## config.mk

```make
export PLATFORM = sky130hd
export DESIGN_NAME = memory_port_arbiter
export DESIGN_NICKNAME = d
export VERILOG_FILES = /design/src/rtl/memory_arbiter_pkg.sv /design/src/rtl/rr_arbiter_2.sv /design/src/rtl/memory_port_arbiter.sv
export SDC_FILE = /design/constraint.sdc
export NUM_CORES = 1
export LEC_CHECK = 0
export CAP_MARGIN = 20
export CORE_MARGIN = 4
export CORE_UTILIZATION = 34
export DETAILED_ROUTE_END_ITERATION = 16
export GPL_ROUTABILITY_DRIVEN = 0
export PLACE_DENSITY = 0.8
export SETUP_SLACK_MARGIN = 0.2
export SYNTH_ARGS = -nofsm -noshare
export SYNTH_HDL_FRONTEND = slang
export SYNTH_SLANG_ARGS = --single-unit
```

## constraint.sdc

```tcl
create_clock -name clk -period 3.6 [get_ports clk]
set_input_delay 1.08 -clock clk [delete_from_list [all_inputs] [get_ports clk]]
set_output_delay 1.08 -clock clk [all_outputs]
set_load 0.05 [all_outputs]
```

## src/rtl/memory_arbiter_pkg.sv

```systemverilog
// Shared types for the memory port arbiter: FSM states, requester identity and access type.
package memory_arbiter_pkg;

  typedef enum logic [1:0] {
    StIdle   = 2'd0,
    StAccess = 2'd1,
    StResp   = 2'd2
  } state_e;

  typedef enum logic {
    ReqInst = 1'b0,
    ReqData = 1'b1
  } req_e;

  typedef enum logic {
    OpRead  = 1'b0,
    OpWrite = 1'b1
  } op_e;

  // Bit positions of each requester inside the request/mask vectors.
  localparam int unsigned InstIdx = 0;
  localparam int unsigned DataIdx = 1;

endpackage

```

## src/rtl/rr_arbiter_2.sv

```systemverilog
// Combinational two-way round-robin picker; mask removes a requester from consideration.
module rr_arbiter_2
  import memory_arbiter_pkg::*;
(
  input  logic [1:0] req_i,
  input  logic [1:0] mask_i,
  input  req_e       last_grant_i,
  output logic       grant_valid_o,
  output req_e       grant_id_o
);

  logic [1:0] req_m;

  assign req_m = req_i & ~mask_i;

  always_comb begin
    grant_valid_o = |req_m;
    grant_id_o    = ReqInst;
    if (req_m[InstIdx] && req_m[DataIdx]) begin
      // Tie goes to whoever was not granted last.
      grant_id_o = (last_grant_i == ReqInst) ? ReqData : ReqInst;
    end else if (req_m[DataIdx]) begin
      grant_id_o = ReqData;
    end
  end

endmodule

```

## src/rtl/memory_port_arbiter.sv

```systemverilog
// Shares one synchronous-read memory between the fetch port and the data port using a
// fixed IDLE -> ACCESS -> RESP sequence with round-robin arbitration.
module memory_port_arbiter
  import memory_arbiter_pkg::*;
#(
  parameter int unsigned ADDR_WIDTH = 32,
  parameter int unsigned DATA_WIDTH = 32
) (
  input  logic                  clk,
  input  logic                  reset,
  input  logic                  inst_request,
  input  logic [ADDR_WIDTH-1:0] inst_address,
  output logic [DATA_WIDTH-1:0] inst_read_data,
  output logic                  inst_response,
  input  logic                  data_read,
  input  logic                  data_write,
  input  logic [ADDR_WIDTH-1:0] data_address,
  input  logic [DATA_WIDTH-1:0] data_write_data,
  output logic [DATA_WIDTH-1:0] data_read_data,
  output logic                  data_response,
  output logic [ADDR_WIDTH-1:0] mem_address,
  output logic                  mem_read,
  output logic                  mem_write,
  output logic [DATA_WIDTH-1:0] mem_write_data,
  input  logic [DATA_WIDTH-1:0] mem_read_data
);

  state_e                state_q, state_d;
  req_e                  owner_q, owner_d;
  req_e                  last_grant_q, last_grant_d;
  op_e                   op_q, op_d;
  logic [ADDR_WIDTH-1:0] addr_q, addr_d;
  logic [DATA_WIDTH-1:0] wdata_q, wdata_d;

  logic [1:0] req;
  logic [1:0] mask;
  logic       grant_valid;
  req_e       grant_id;

  assign req[InstIdx] = inst_request;
  assign req[DataIdx] = data_read | data_write;

  // In RESP the owner's request is still high, so it must not be re-granted.
  always_comb begin
    mask = 2'b00;
    if (state_q == StResp) begin
      mask[InstIdx] = (owner_q == ReqInst);
      mask[DataIdx] = (owner_q == ReqData);
    end
  end

  rr_arbiter_2 u_rr_arbiter_2 (
    .req_i         (req),
    .mask_i        (mask),
    .last_grant_i  (last_grant_q),
    .grant_valid_o (grant_valid),
    .grant_id_o    (grant_id)
  );

  always_comb begin
    state_d        = state_q;
    owner_d        = owner_q;
    last_grant_d   = last_grant_q;
    op_d           = op_q;
    addr_d         = addr_q;
    wdata_d        = wdata_q;
    mem_address    = '0;
    mem_read       = 1'b0;
    mem_write      = 1'b0;
    mem_write_data = '0;
    inst_response  = 1'b0;
    inst_read_data = '0;
    data_response  = 1'b0;
    data_read_data = '0;

    unique case (state_q)
      StIdle: begin
        if (grant_valid) begin
          state_d = StAccess;
        end
      end
      StAccess: begin
        mem_address    = addr_q;
        mem_read       = (op_q == OpRead);
        mem_write      = (op_q == OpWrite);
        mem_write_data = wdata_q;
        state_d        = StResp;
      end
      StResp: begin
        if (owner_q == ReqInst) begin
          inst_response  = 1'b1;
          inst_read_data = mem_read_data;
        end else begin
          data_response  = 1'b1;
          data_read_data = (op_q == OpRead) ? mem_read_data : '0;
        end
        state_d = grant_valid ? StAccess : StIdle;
      end
      default: begin
        state_d = StIdle;
      end
    endcase

    // Capture the winner's bus at grant so later input changes cannot disturb the access.
    if (grant_valid && (state_q == StIdle || state_q == StResp)) begin
      owner_d      = grant_id;
      last_grant_d = grant_id;
      if (grant_id == ReqInst) begin
        addr_d  = inst_address;
        op_d    = OpRead;
        wdata_d = '0;
      end else begin
        addr_d  = data_address;
        op_d    = data_write ? OpWrite : OpRead;
        wdata_d = data_write ? data_write_data : '0;
      end
    end

    // Reset kills the in-flight access immediately, including an ACCESS-cycle store.
    if (reset) begin
      mem_address    = '0;
      mem_read       = 1'b0;
      mem_write      = 1'b0;
      mem_write_data = '0;
      inst_response  = 1'b0;
      inst_read_data = '0;
      data_response  = 1'b0;
      data_read_data = '0;
    end
  end

  always_ff @(posedge clk) begin
    if (reset) begin
      state_q      <= StIdle;
      owner_q      <= ReqInst;
      last_grant_q <= ReqData;
      op_q         <= OpRead;
      addr_q       <= '0;
      wdata_q      <= '0;
    end else begin
      state_q      <= state_d;
      owner_q      <= owner_d;
      last_grant_q <= last_grant_d;
      op_q         <= op_d;
      addr_q       <= addr_d;
      wdata_q      <= wdata_d;
    end
  end

  a_mem_onehot : assert property (@(posedge clk) disable iff (reset) !(mem_read && mem_write));
  a_resp_single : assert property (@(posedge clk) disable iff (reset)
                                   !(inst_response && data_response));

endmodule

```

Yosys cells after proc, flatten, opt, wreduce, memory -nomap -nowiden
Index checks and enable logic that the tools add are counted.

Output and inout bits: 132. RAM bits: 0. Memory bits (read-only): 0. Flip-flop bits (word level): 69. Bits in latches: 0. Memories: 0. Input bits: 133.

Add/sub/neg operators: 0. Shift operators: 0. Magnitude comparators: 0. Multiply operators: 0. Bitwise operators: 5. Divide/modulo/power cells: 0. Reductions and logical operators: 5. Equality and inequality tests: 3. Muxes and demuxes: 33.

Operators with widths (count): 32-bit two-way mux (14); 1-bit two-way mux (16); 2-bit case mux with 3 select lines (1); 2-bit two-way mux (2); 2-bit AND (1); 2-bit by 1-bit equality test with 1-bit output, second input constant (1); 2-bit equality test, second input constant (1); 1-bit logical AND (2); 2-bit logical NOT (1); 2-bit inequality test, second input constant (1); 1-bit NOT (2); 2-bit NOT (1); 2-bit OR reduction (1); 1-bit logical OR (1); 1-bit bitwise OR (1).

Longest topological paths before layout
Gate-level depths: netlist of run 1.

Depth after elaboration: 7. Mapped depth: 7. Mapped depth without buffers: 4.

Modules after synthesis
A second synthesis of run 1 with hierarchy kept.

Cell total of the unflattened synthesis: 388. Area, all modules: 3574.7 µm².

Modules (own cells, without submodules): memory_port_arbiter (instances 1, area each 3535.9 µm², seq. area each 1381.3 µm², cells each 383); rr_arbiter_2 (instances 1, area each 38.8 µm², seq. area each 0.0 µm², cells each 5).

Least setup slack after synthesis of run 1
Ideal clock, no wire load.

Path type: input to output. From: in reset. To: out inst_read_data[22]. Arrival: 2680 ps. Stages: 5. Buffers on the path: 2. Path slack: -160 ps. Path through: clkbuf_1 nor2_1 and3_1 clkbuf_1 and2_1.

Longest elaborated chain between the ends: 1.

Ends and longest elaborated chain: start, declared (line memory_port_arbiter.sv:10) `input logic reset,`; 32-bit two-way mux (line memory_port_arbiter.sv:120) `if (reset) begin`; end, declared (line memory_port_arbiter.sv:13) `output logic [DATA_WIDTH-1:0] inst_read_data,`.

Every way passes these cells.

Final worst setup path of run 1
From: in reset. To: out inst_read_data[8].

The elaborated chain is that of the path after synthesis.

==> summary.txt, run 1 <==
Layout
  • Share of cells above drive strength 1: 0.3744
  • Seq. cell area: 1381 µm²
  • Layout Utilization: 0.8165
  • Layout fillers: roughly 570
  • Multi-input logic area: a little over 2000 µm²
  • Nets: 809
  • Syn-to-layout area delta: 132.0%
  • Final Cell Area: ~8000 µm²

Die
  • Initial core utilization: 0.3519
  • Die width: about 110 µm
  • Core area: just under 10000 µm²
  • Die Span Y: 108.8 µm
  • Top-level I/O count: ~270
  • Die Area: approximately 12000 µm²
  • Row cnt: 36

Timing
  • Final setup fails: 0
  • Period Utilization, post-route: 0.9451
  • Clock Skew: ~0.013 ns
  • Crit path time final: around 3.4 ns
  • Setup TNS: 0 ns
  • RSZ-0062 raised after global routing: yes
  • Final hold viol count: 0
  • Final Worst Setup Slack: 0.1975 ns
  • Fmax: a little under 300 MHz
  • Least-Margin Pin Slew: around 0.9 ns
  • Slew headroom: 0.4092
  • Final Max Slew Viols: 0

Global route
  • Vias in the first global route: around 4200
  • Grt ovf: 0
  • Pin count of the biggest net entering global routing: between 60 and 70
  • Gr usage total: 0.2366
  • First-pass GRT wire length: ~22000 µm
  • Initial antenna violation count: 1

Clock tree
  • CTS tree: yes
  • Clk root buf: clkbuf_8
  • CTS buffer count: 9
  • Clock Tree Buf Depth: 2
  • Clock-pin transition on the worst setup and hold timing paths: ~0.08 ns
  • Clk Latency, worst-skew pair: ~0.35 ns
  • H-tree Lvls: 3
  • CTS sink cnt: 69

Detailed routing
  • Routed WL per cell: about 19 µm
  • Vias: around 4100
  • Vias per cell: about 5
  • DRC Markers: 0
  • Post-DRT Antenna Nets: 0
  • Initial DRC count: between 200 and 250
  • WL final: 15310 µm
  • Pre-Repair DR Iteration Count: 5

Critical path
  • Cells along the critical path: dlygate4sd2_1 -> nor2_1 -> and3_1 -> buf_12 -> and2_1 -> buf_12
  • Crit path largest cell delay: about 0.31 ns
  • Critical path startpoint category: primary input
  • Setup slack, reg-to-reg: roughly 1.7 ns
  • Crit end category: primary output
  • Most frequent cell on the critical path: buf_12
  • Worst Path Required: 2.52 ns
  • Setup CP Type: primary input to primary output
  • Slowest CP cell: dlygate4sd2_1
  • Maximum fanout along the worst path: 33
  • Worst EP arrival: between 2 and 2.5 ns

Yosys
  • Post-synth ARST share: 0
  • Synth cell count leaders: and2_1, dfxtp_1, nand2_1
  • Synth Area in XOR/XNOR: 0
  • Post-synth top area cell: dfxtp_1
  • Largest family of logic cells by synthesized area: simple AND/OR/NAND/NOR gates
  • EDFF count, synth: 0
  • Mean post-synth cell area: between 8 and 9 µm²
  • Mux share of post-synthesis cell area: 0
  • FF+latch count, synth: 69
  • Dominant cells by area after synthesis: dfxtp_1, and2_1, a22o_1
  • Post-Synth Adder-Cell Area: 0
  • Leading cell type by number of instances after synthesis: and2_1
  • Yosys top cell area share: 0.3997
  • Synthesized area: approximately 3500 µm²
  • Ys flop type: dfxtp_1
  • Synth Area in Simple Gates: 0.3432
  • Seq/Total Area, Yosys: 0.3997
  • Yosys cell types: 27
  • YS warnings: 0
  • Post-Syn Instances: ~430
  • Compound-gate portion of the synthesized area: 0.2042
  • Post-synth net total: 559

Power and ir drop
  • P_sw: between 600 and 700 µW
  • Power share of the sequential group: 0.397
  • Combinational Power Share: 0.283
  • Clock Power Share: 0.320
  • Internal cell power: 1554 µW
  • Sw Ratio: 0.2953
  • P per Cell Area: between 200 and 300 nW/µm²
  • VDD IR max: between 0.2 and 0.3 mV
  • Leakage: between 0.003 and 0.004 µW
  • Final Power: 2205 µW

Run
  • Max-cap viol count: 0

Placement
  • Place WS: -0.04898 ns
  • Placed Area: ~7600 µm²
  • HPWL after DPL: around 12000 µm
  • I/O Buffers: between 200 and 300

Min path
  • Worst hold path type: flop to flop

Status
  • Status: complete, no violations
worst paths after layout:
kind,startpoint,to,cells after the start
worst min-delay path,wdata_q[25],wdata_q[25],1
worst max register to register,state_q[1],wdata_q[24],5
worst max-delay path,reset,inst_read_data[8],6
worst min register to register,wdata_q[25],wdata_q[25],1
sequential cells by signal, summed over array words and instances, names as in the netlist:
name          cells
last_grant_q      1
wdata_q          32
addr_q           32
op_q              1
state_q           2
owner_q           1
per-layer routing:
metal | GRT usage | vias up | share of wire
met5 | 0 | - | 0
met4 | 0.09829 | 0 | 0.024
met3 | 0.06750 | 27 | 0.081
met1 | 0.2349 | 1970 | 0.35
met2 | 0.4559 | 199 | 0.55
li1 | - | 1948 | -
cell families after synthesis:
logic type             after synthesis
buffers and inverters               41
DFF                                 69
and+or+nand+nor                    213
AOI/OAI and AO/OA                  103
layout make-up:
type                       instances  area share
tap                              133     0.02076
antenna                            1   0.0003121
multi-input combinational        316      0.2578
inverter                           3    0.001404
sequential                        69      0.1723
clock buffer                       9     0.01545
timing repair buffer             277      0.5197
clock inverter                     7     0.01233
power by group through the flow:
| stage | sequential [µW] | combinational (µW) | clock (µW) |
|---|---|---|---|
| 2_1_floorplan | 872 | 289 | 0 |
| 6_report | 874 | 625 | 706 |
| 3_3_place_gp | 880 | 575 | 0 |
| 5_1_grt | 881 | 664 | 748 |
| 4_1_cts | 870 | 609 | 720 |
| 3_5_place_dp | 887 | 600 | 0 |
per-stage QoR:
step           std cells  hold slack, ns
4_1_cts              812          0.4735
6_report             815          0.4773
5_1_grt              815          0.4899
3_5_place_dp         794          0.4520
3_3_place_gp         793          0.4477
2_1_floorplan        426          0.4339
worst max-delay path: cells and delay by family:
family                 cells  cell delay, ns
buffers and inverters      3            0.64
and+or+nand+nor            3            0.59
cells in the final DEF (no fill, tap or decap), types with 4 or more instances in the layout:
cell type and n:
a22o_1 32, a31oi_1 33, and2_1 43, and2_2 65, and2_4 22, buf_12 135, buf_4 4, clkbuf_8 9
clkdlybuf4s50_1 131, dfxtp_1 69, nand2_1 66, o21ai_0 32
what timing repair did:
item | in CTS | in global routing
gates cloned | 1 | 1
resized for setup | 8 | 24
pin swaps | 1 | 0
setup buffers | 1 | 0
setup endpoints to repair | 130 | 104
hold buffers | 0 | 0
(Power assumes the default switching activity.)
==> run 2, diff against run 1 <==
Settings changed: GPL_TIMING_DRIVEN set to 1.
==> results of run 2 <==
The final DEF is identical to that of run 1; final timing and power are the same.
